<file path="src/rtl/jts16_obj_pkg.sv">
// jts16_obj_pkg: draw-command field layout and ROM arbiter state encoding
package jts16_obj_pkg;
  localparam int CMDW       = 43;
  localparam int XPOS_LSB   = 34;
  localparam int XPOS_W     = 9;
  localparam int OFFSET_LSB = 18;
  localparam int OFFSET_W   = 16;
  localparam int BANK_LSB   = 14;
  localparam int BANK_W     = 4;
  localparam int PRIO_LSB   = 12;
  localparam int PRIO_W     = 2;
  localparam int PAL_LSB    = 6;
  localparam int PAL_W      = 6;
  localparam int HFLIP_LSB  = 5;
  localparam int HZOOM_LSB  = 0;
  localparam int HZOOM_W    = 5;
  typedef enum logic [1:0] {
    ARB_IDLE = 2'd0,
    ARB_G0   = 2'd1,
    ARB_G1   = 2'd2
  } arb_state_t;
  function automatic logic [CMDW-1:0] pack_cmd(
    input logic [XPOS_W-1:0] xpos, input logic [OFFSET_W-1:0] offset,
    input logic [BANK_W-1:0] bank, input logic [PRIO_W-1:0] prio,
    input logic [PAL_W-1:0] pal, input logic hflipb, input logic [HZOOM_W-1:0] hzoom);
    return {xpos, offset, bank, prio, pal, hflipb, hzoom};
  endfunction
endpackage

</file>
<file path="src/rtl/jts16_obj_romarb.sv">
// jts16_obj_romarb: round-robin object-ROM arbiter with address-settle guard
module jts16_obj_romarb
  import jts16_obj_pkg::*;
#(
  parameter int AW = 20
) (
  input  logic          clk,
  input  logic          rst_n,
  input  logic          hstart,
  input  logic          e0_cs,
  input  logic [AW-1:0] e0_addr,
  input  logic          e1_cs,
  input  logic [AW-1:0] e1_addr,
  output logic          e0_ok,
  output logic          e1_ok,
  output logic          obj_cs,
  output logic [AW-1:0] obj_addr,
  input  logic          obj_ok
);
  arb_state_t    st_q, st_d, o_st;
  logic          settle_q, settle_d;
  logic [AW-1:0] addr_q, addr_d, g_addr, o_addr;
  logic          g0, g1, g_cs, o_cs, done;
  always_comb begin
    g0       = st_q == ARB_G0;
    g1       = st_q == ARB_G1;
    e0_ok    = g0 & obj_ok & ~settle_q & (e0_addr == addr_q) & e0_cs;
    e1_ok    = g1 & obj_ok & ~settle_q & (e1_addr == addr_q) & e1_cs;
    g_cs     = g0 ? e0_cs : e1_cs;
    g_addr   = g0 ? e0_addr : e1_addr;
    o_cs     = g0 ? e1_cs : e0_cs;
    o_addr   = g0 ? e1_addr : e0_addr;
    o_st     = g0 ? ARB_G1 : ARB_G0;
    done     = e0_ok | e1_ok | ~g_cs;
    st_d     = st_q;
    addr_d   = addr_q;
    settle_d = 1'b0;
    if (hstart) st_d = ARB_IDLE;
    else if (st_q == ARB_IDLE) begin
      if (e0_cs | e1_cs) begin
        st_d     = e0_cs ? ARB_G0 : ARB_G1;
        addr_d   = e0_cs ? e0_addr : e1_addr;
        settle_d = 1'b1;
      end
    end else if (done) begin
      // the other engine gets the next turn, otherwise keep serving the grantee
      if (o_cs) begin
        st_d     = o_st;
        addr_d   = o_addr;
        settle_d = 1'b1;
      end else if (g_cs) begin
        addr_d   = g_addr;
        settle_d = 1'b1;
      end else st_d = ARB_IDLE;
    end else if (g_addr != addr_q) begin
      addr_d   = g_addr;
      settle_d = 1'b1;
    end
  end
  always_ff @(posedge clk or negedge rst_n) begin
    if (!rst_n) begin
      st_q     <= ARB_IDLE;
      settle_q <= 1'b0;
      addr_q   <= '0;
    end else begin
      st_q     <= st_d;
      settle_q <= settle_d;
      addr_q   <= addr_d;
    end
  end
  assign obj_cs   = st_q != ARB_IDLE;
  assign obj_addr = addr_q;
endmodule

</file>
<file path="src/rtl/jts16_obj_dispatch.sv">
// jts16_obj_dispatch: feeds scanner commands to two draw engines and shares the object ROM
module jts16_obj_dispatch
  import jts16_obj_pkg::*;
#(
  parameter int CMDW = jts16_obj_pkg::CMDW,
  parameter int AW   = 20
) (
  input  logic            clk,
  input  logic            rst_n,
  input  logic            hstart,
  input  logic            sc_start,
  input  logic [CMDW-1:0] sc_cmd,
  output logic            sc_busy,
  output logic [CMDW-1:0] dr_cmd,
  output logic            dr0_start,
  output logic            dr1_start,
  input  logic            dr0_busy,
  input  logic            dr1_busy,
  input  logic            e0_cs,
  input  logic            e1_cs,
  input  logic [AW-1:0]   e0_addr,
  input  logic [AW-1:0]   e1_addr,
  output logic            e0_ok,
  output logic            e1_ok,
  output logic            obj_cs,
  output logic [AW-1:0]   obj_addr,
  input  logic            obj_ok
);
  logic            hold_q, hold_d, claim0_q, claim0_d, claim1_q, claim1_d, free0, free1;
  logic [CMDW-1:0] cmd_q, cmd_d;
  always_comb begin
    // a claim bridges the gap between a start pulse and the engine raising busy
    free0     = ~dr0_busy & ~claim0_q;
    free1     = ~dr1_busy & ~claim1_q;
    dr0_start = hold_q & free0;
    dr1_start = hold_q & free1 & ~free0;
    hold_d    = ~hstart & (hold_q ? ~(dr0_start | dr1_start) : sc_start);
    cmd_d     = (~hold_q & sc_start & ~hstart) ? sc_cmd : cmd_q;
    claim0_d  = ~hstart & (dr0_start | (claim0_q & ~dr0_busy));
    claim1_d  = ~hstart & (dr1_start | (claim1_q & ~dr1_busy));
  end
  always_ff @(posedge clk or negedge rst_n) begin
    if (!rst_n) begin
      hold_q   <= 1'b0;
      cmd_q    <= '0;
      claim0_q <= 1'b0;
      claim1_q <= 1'b0;
    end else begin
      hold_q   <= hold_d;
      cmd_q    <= cmd_d;
      claim0_q <= claim0_d;
      claim1_q <= claim1_d;
    end
  end
  assign sc_busy = hold_q;
  assign dr_cmd  = cmd_q;
  jts16_obj_romarb #(.AW(AW)) u_romarb (
    .clk      (clk),
    .rst_n    (rst_n),
    .hstart   (hstart),
    .e0_cs    (e0_cs),
    .e0_addr  (e0_addr),
    .e1_cs    (e1_cs),
    .e1_addr  (e1_addr),
    .e0_ok    (e0_ok),
    .e1_ok    (e1_ok),
    .obj_cs   (obj_cs),
    .obj_addr (obj_addr),
    .obj_ok   (obj_ok)
  );
endmodule

</file>
<file path="config.mk">
export PLATFORM = sky130hd
export DESIGN_NAME = jts16_obj_dispatch
export DESIGN_NICKNAME = d
export VERILOG_FILES = /design/src/rtl/jts16_obj_pkg.sv /design/src/rtl/jts16_obj_romarb.sv /design/src/rtl/jts16_obj_dispatch.sv
export SDC_FILE = /design/constraint.sdc
export NUM_CORES = 1
export LEC_CHECK = 0
export CORE_MARGIN = 10
export CORE_UTILIZATION = 44
export CTS_BUF_LIST = sky130_fd_sc_hd__clkbuf_16
export CTS_CLUSTER_DIAMETER = 60
export CTS_CLUSTER_SIZE = 40
export DETAILED_ROUTE_END_ITERATION = 12
export HOLD_SLACK_MARGIN = 0.1
export PLACE_DENSITY = 0.82
export SETUP_SLACK_MARGIN = 0.5
export SKIP_CTS_REPAIR_TIMING = 1
export SLEW_MARGIN = 25
export SYNTH_ARGS = -nofsm -noshare
export SYNTH_HDL_FRONTEND = slang
export SYNTH_SLANG_ARGS = --single-unit
</file>
<file path="constraint.sdc">
create_clock -name clk -period 3.3 [get_ports clk]
set_input_delay 0.495 -clock clk [delete_from_list [all_inputs] [get_ports clk]]
set_output_delay 0.495 -clock clk [all_outputs]
set_load 0.05 [all_outputs]
</file>
# ---- Word level (Yosys, flattened, before mapping)
# Cells that the tools add are included.
dict set report op_classes {
  n_addsub 0
  n_mul 0
  n_div 0
  magnitude_cmp 0
  eq_ne 9
  n_shift 0
  n_mux 27
  bitwise_logic 36
  n_reduce_logical 6
}
# op n
set op_table {}
lappend op_table {{20-bit 2-to-1 mux} 9}
lappend op_table {{20-bit == test} 2}
lappend op_table {{1-bit AND} 20}
lappend op_table {{20-bit != test} 1}
lappend op_table {{2-bit 2-to-1 mux} 8}
lappend op_table {{1-bit 2-to-1 mux} 10}
lappend op_table {{1-bit inverter} 10}
lappend op_table {{1-bit OR} 6}
lappend op_table {{3-bit nonzero test} 2}
lappend op_table {{4-bit by 2-bit != test with 1-bit output, second input constant} 1}
lappend op_table {{4-bit != test, second input constant} 1}
lappend op_table {{4-bit AND reduction} 1}
lappend op_table {{3-bit != test, second input constant} 1}
lappend op_table {{3-bit AND reduction} 1}
lappend op_table {{2-bit by 1-bit == test with 1-bit output, second input constant} 1}
lappend op_table {{2-bit == test, second input constant} 1}
lappend op_table {{2-bit zero test} 1}
lappend op_table {{2-bit != test, second input constant} 1}
lappend op_table {{2-bit nonzero test} 1}
dict set report totals {
  ff_bits 69
  latchBits 0
  mem_bits_rw 0
  mem_bits_ro 0
  input_bits 92
  output_inout_bits 69
  wordCells 85
  mem_count 0
}

# ---- Depth between registers and ports, before layout
dict set report depth {
  depth_word 10
  ltp_mapped 11
  mapped_depth_nobuf 8
}

# ---- By module
# From an unflattened synthesis, not the netlist that was laid out.
dict set report hier_totals {
  hier_cells 435
  area_unflattened_um2 4650.7
}
# mod instances cells_per_inst area_each_um2 seq_area_each_um2
set by_module_without_submodules {}
lappend by_module_without_submodules {jts16_obj_romarb 1 331 2894.0 575.6}
lappend by_module_without_submodules {jts16_obj_dispatch 1 104 1756.7 1151.1}

# ---- Worst setup path before layout
# OpenSTA, ideal clock, no wires.
dict set report synth_path {
  path_kind {reg-to-reg}
  from {register u_romarb.addr_q[13], in the netlist u_romarb.obj_addr[13]}
  to {register u_romarb.addr_q[17], in the netlist u_romarb.obj_addr[17]}
  arrival_time_ps 3326
  t_required_ps 3175
  slack_ps -151
  path_stages_with_launch 9
  path_buffers 0
  synth_period_minus_slack_ps 3451
  cell_sequence {dfrtp_1 -> xor2_1 -> nor4_1 -> nand4_1 -> nor3_1 -> o31ai_1 -> a2111oi_0 -> a211oi_1 -> mux2_2}
}
dict set report synth_between {
  elab_chain_cells 7
  word_cells_on_any_way 14
}
# element line
set synth_lines {}
lappend synth_lines {{start, declared} jts16_obj_romarb.sv:22} ;# logic [AW-1:0] addr_q, addr_d, g_addr, o_addr;
lappend synth_lines {{start signal, assigned} jts16_obj_romarb.sv:68} ;# addr_q <= addr_d;
lappend synth_lines {{20-bit == test *} jts16_obj_romarb.sv:28} ;# e1_ok = g1 & obj_ok & ~settle_q & (e1_addr == addr_q) & e1_cs;
lappend synth_lines {{1-bit AND * (2 in a row)} jts16_obj_romarb.sv:28}
lappend synth_lines {{net e1_ok} jts16_obj_dispatch.sv:24} ;# output logic e1_ok,
lappend synth_lines {{1-bit OR * (2 in a row)} jts16_obj_romarb.sv:34} ;# done = e0_ok | e1_ok | ~g_cs;
lappend synth_lines {{4-bit by 2-bit != test with 1-bit output (no line) (tied with other cells)} --}
lappend synth_lines {{4-bit AND reduction (no line) or 20-bit 2-to-1 mux (tied branches)} --}
# The timed path passes the listed nets; every way through them passes the cells marked *.
# A chain may end at the register's enable or synchronous reset.

# ---- Worst setup path after layout
dict set report layout_path {
  from {input port e1_addr[4]}
  to {register u_romarb.addr_q[0], in the netlist u_romarb.obj_addr[0]}
}
dict set report layout_between {
  elab_chain_cells 7
  word_cells_on_any_way 12
}
# element line
set layout_lines {}
lappend layout_lines {{start, declared} jts16_obj_dispatch.sv:22} ;# input logic [AW-1:0] e1_addr,
lappend layout_lines {{20-bit == test} jts16_obj_romarb.sv:28}
lappend layout_lines {{1-bit AND (2 in a row)} jts16_obj_romarb.sv:28}
lappend layout_lines {{1-bit OR (2 in a row)} jts16_obj_romarb.sv:34}
lappend layout_lines {{4-bit by 2-bit != test with 1-bit output (no line) (tied with other cells)} --}
lappend layout_lines {{4-bit AND reduction (no line) or 20-bit 2-to-1 mux (tied branches)} --}
# Several ways; a longest one is shown, not always the timed one.

==> impl_metrics.py <==
metrics = {
    "global_route": {
        "grt_overflow_total": 0,
        "grt_max_degree": 70,
        "grt_pass1_wl_mm": 21.3,
        "grt_antenna_before_repair": 0,
        "grt_util_all_layers": 0.203,
        "grt_pass1_vias": 3906,
    },
    "power_and_ir_drop": {
        "power.density_nw_per_um2": 575,
        "peakVddDrop_uv": 422,
        "leakagePower_nw": 2.70,
    },
    "die": {
        "core_area_um2": 8760,
        "fp.dieH_um": 115,
        "dieArea_um2": 13200,
        "die_w_um": 115,
        "start_util": 0.452,
        "num_rows": 34,
        "ios": 161,
    },
    "final_layout": {
        "fin_nets": 634,
        "fin_util": 0.729,
        "layout-drive-gt1-share": 0.247,
        "layout_common_cells": "147 x clkdlybuf4s50_1, 66 x dfrtp_1, 55 x mux2_2, 22 x buf_4, 21 x xor2_1",
        "diodes": 0,
        "area_delta_synth_final_pct": 61.3,
        "final_common_cell": "clkdlybuf4s50_1",
        "regArea_um2": 1730,
        "num-fill-cells": 620,
        "multi_input_area_um2": 2260,
    },
    "critical_path": {
        "cp_top_family": "compound AO/OA/AOI/OAI gates",
        "path_cells": "clkdlybuf4s50_1 > or2_1 > a2111oi_0 > o21ai_2 > o41ai_4 > buf_4 > mux2_2",
        "cp_num_buf_inv": 2,
        "r2r-end": "u_romarb.obj_addr[0]$_DFFE_PN0P_",
        "max_stage_delay_ns": 0.56,
        "reg2reg_depth": 9,
        "slowest_stage": "a2111oi_0",
        "critPathKind": "in -> reg",
        "end_kind": "flip-flop",
        "r2r_setup_slack_ns": 0.58,
        "crit_path_end": "u_romarb.obj_addr[0]$_DFFE_PN0P_",
        "cp_num_cells": 7,
        "crit_start": "e1_addr[4]",
        "cp_max_fo": 5,
        "worstPathRequired_ns": 3.50,
        "timing.rr.start": "u_romarb.st_q[0]$_DFFE_PN0P_",
        "cp-start-kind": "input pin",
        "crit_arrival_ns": 2.99,
    },
    "drt": {
        "routed_via_density": 5.51,
        "wl_per_cell_um": 21.2,
        "antenna_left": 0,
        "wl_mm": 13.9,
        "drt-pass1-iter-count": 5,
        "dr_total_vias": 3609,
        "drc": 0,
        "drt_iter0_drc": 186,
    },
    "clock_tree": {
        "cts_tree": "built",
        "htreeDepth": 3,
        "clock-sinks": 69,
        "clockBufferDepth": 2,
        "cts-root-buf": "clkbuf_16",
        "clk_pin_slew_ns": 0.06,
        "clk_latency_ns": 0.32,
        "numCtsBuffers": 9,
    },
    "placement": {
        "dp_hpwl_mm": 10.8,
        "port_buffers": 160,
        "place.gp.congestion": 0.956,
    },
    "yosys": {
        "ys_types": 55,
        "synth-edff-count": 0,
        "synth-seq-cells": 69,
        "async_flop_share": 1.00,
        "syn-num-nets": 447,
        "synth_area_um2": 3960,
        "avgSynthCellArea_um2": 11.2,
        "synth_ff_type": "dfrtp_1",
        "syn_inst": 355,
        "ys_warn_count": 0,
        "synth_seq_area_share": 0.436,
    },
    "status": {
        "outcome": "finished, final reports clean",
    },
    "timing": {
        "worst_pin_slew_ns": 0.898,
        "setup_viol": 0,
        "max_freq_mhz": 359,
        "fin_tns_setup_ns": 0,
        "finalHoldViolCount": 0,
        "skew_ns": 0.00610,
        "period_needed_ns": 2.79,
        "slew_headroom": 0.401,
        "rsz0062_at_grt": "yes",
        "finalCritPeriodShare": 0.844,
        "slew_viol_final": 0,
        "whs_ns": 0.382,
    },
    "min_path": {
        "hold_path_class": "in -> async",
    },
    "flow_run": {
        "drv_cap": 0,
    },
}
==> cells in the mapped netlist (5+ instances only) <==
cell / count / area share
dfrtp_1: 69 / 0.44
mux2_2: 55 / 0.16
xor2_1: 24 / 0.053
nor2_1: 20 / 0.019
nand2_1: 18 / 0.017
inv_1: 15 / 0.014
mux2i_1: 15 / 0.038
xnor2_1: 14 / 0.031
mux2_1: 12 / 0.034
a21oi_1: 10 / 0.013
o21ai_0: 8 / 0.010
nand4_1: 7 / 0.011
nor3_1: 7 / 0.0088
nor4_1: 6 / 0.0095
nand2b_1: 5 / 0.0079
nor2b_1: 5 / 0.0079
==> worst min path at each step <==
stage	endpoint	depth (start not counted)	slack, ns
finish	u_romarb.obj_addr[12]$_DFFE_PN0P_	2	0.38
global route	u_romarb.obj_addr[2]$_DFFE_PN0P_	2	0.46
CTS	u_romarb.obj_addr[12]$_DFFE_PN0P_	2	0.42
detailed placement	dr_cmd[37]$_DFFE_PN0P_	1	0.49
global placement	dr_cmd[9]$_DFFE_PN0P_	1	0.49
floorplan	claim0_q$_DFF_PN0_	0	0.20
==> kinds of logic after synthesis <==
group / share of synthesized area
buffers and inverters: 0.0350
xor gates and xnor gates: 0.0840
DFF: 0.436
muxes: 0.228
AOI/OAI and AO/OA: 0.100
and+or+nand+nor: 0.117
==> routing by layer <==
metal | vias to the layer above | wire length, um | GRT usage
met5 | - | 0 | 0
met3 | 28 | 1950 | 0.117
met1 | 1732 | 4830 | 0.212
met2 | 187 | 6770 | 0.340
li1 | 1662 | - | -
met4 | 0 | 364 | 0.0586
==> sequential cells by signal, summed over array words and instances, names as in the netlist <==
register           count
claim0_q               1
claim1_q               1
dr_cmd                43
sc_busy                1
u_romarb.obj_addr     20
u_romarb.settle_q      1
u_romarb.st_q          2
==> stage by stage <==
stage               power, W  instances  instance area [um^2]  worst slack (ns)
finish               0.00367        655                  6390             0.514
CTS                  0.00364        645                  6120             0.474
floorplan            0.00203        355                  3980             0.436
global route         0.00383        655                  6390             0.441
global placement     0.00262        629                  5820             0.203
detailed placement   0.00265        629                  5820             0.151
==> worst register-to-register path, stage by stage (launching register included) <==
cell	delay [ns]
dfrtp_2	0.49
nor2b_1	0.18
buf_4	0.16
nand2_1	0.08
a21oi_1	0.09
a2111oi_1	0.39
nand4_1	0.21
o41ai_4	0.45
buf_4	0.23
mux2_2	0.33
==> report_power, final <==
| part | leakage (nW) | switching (W) | internal (W) |
|---|---|---|---|
| clock | 0.146 | 0.000388 | 0.000589 |
| sequential | 0.815 | 0.000141 | 0.000992 |
| combinational | 1.73 | 0.000935 | 0.000627 |
| total | 2.70 | 0.00146 | 0.00221 |
==> layout make-up <==
class / instances / area share
Timing Repair Buffer: 188 / 0.298
Inverter: 15 / 0.00881
Multi-Input combinational cell: 259 / 0.354
Sequential cell: 69 / 0.271
Tap cell: 108 / 0.0211
Clock buffer: 9 / 0.0352
Clock inverter: 7 / 0.0116
Power figures use the tool's default switching activity.
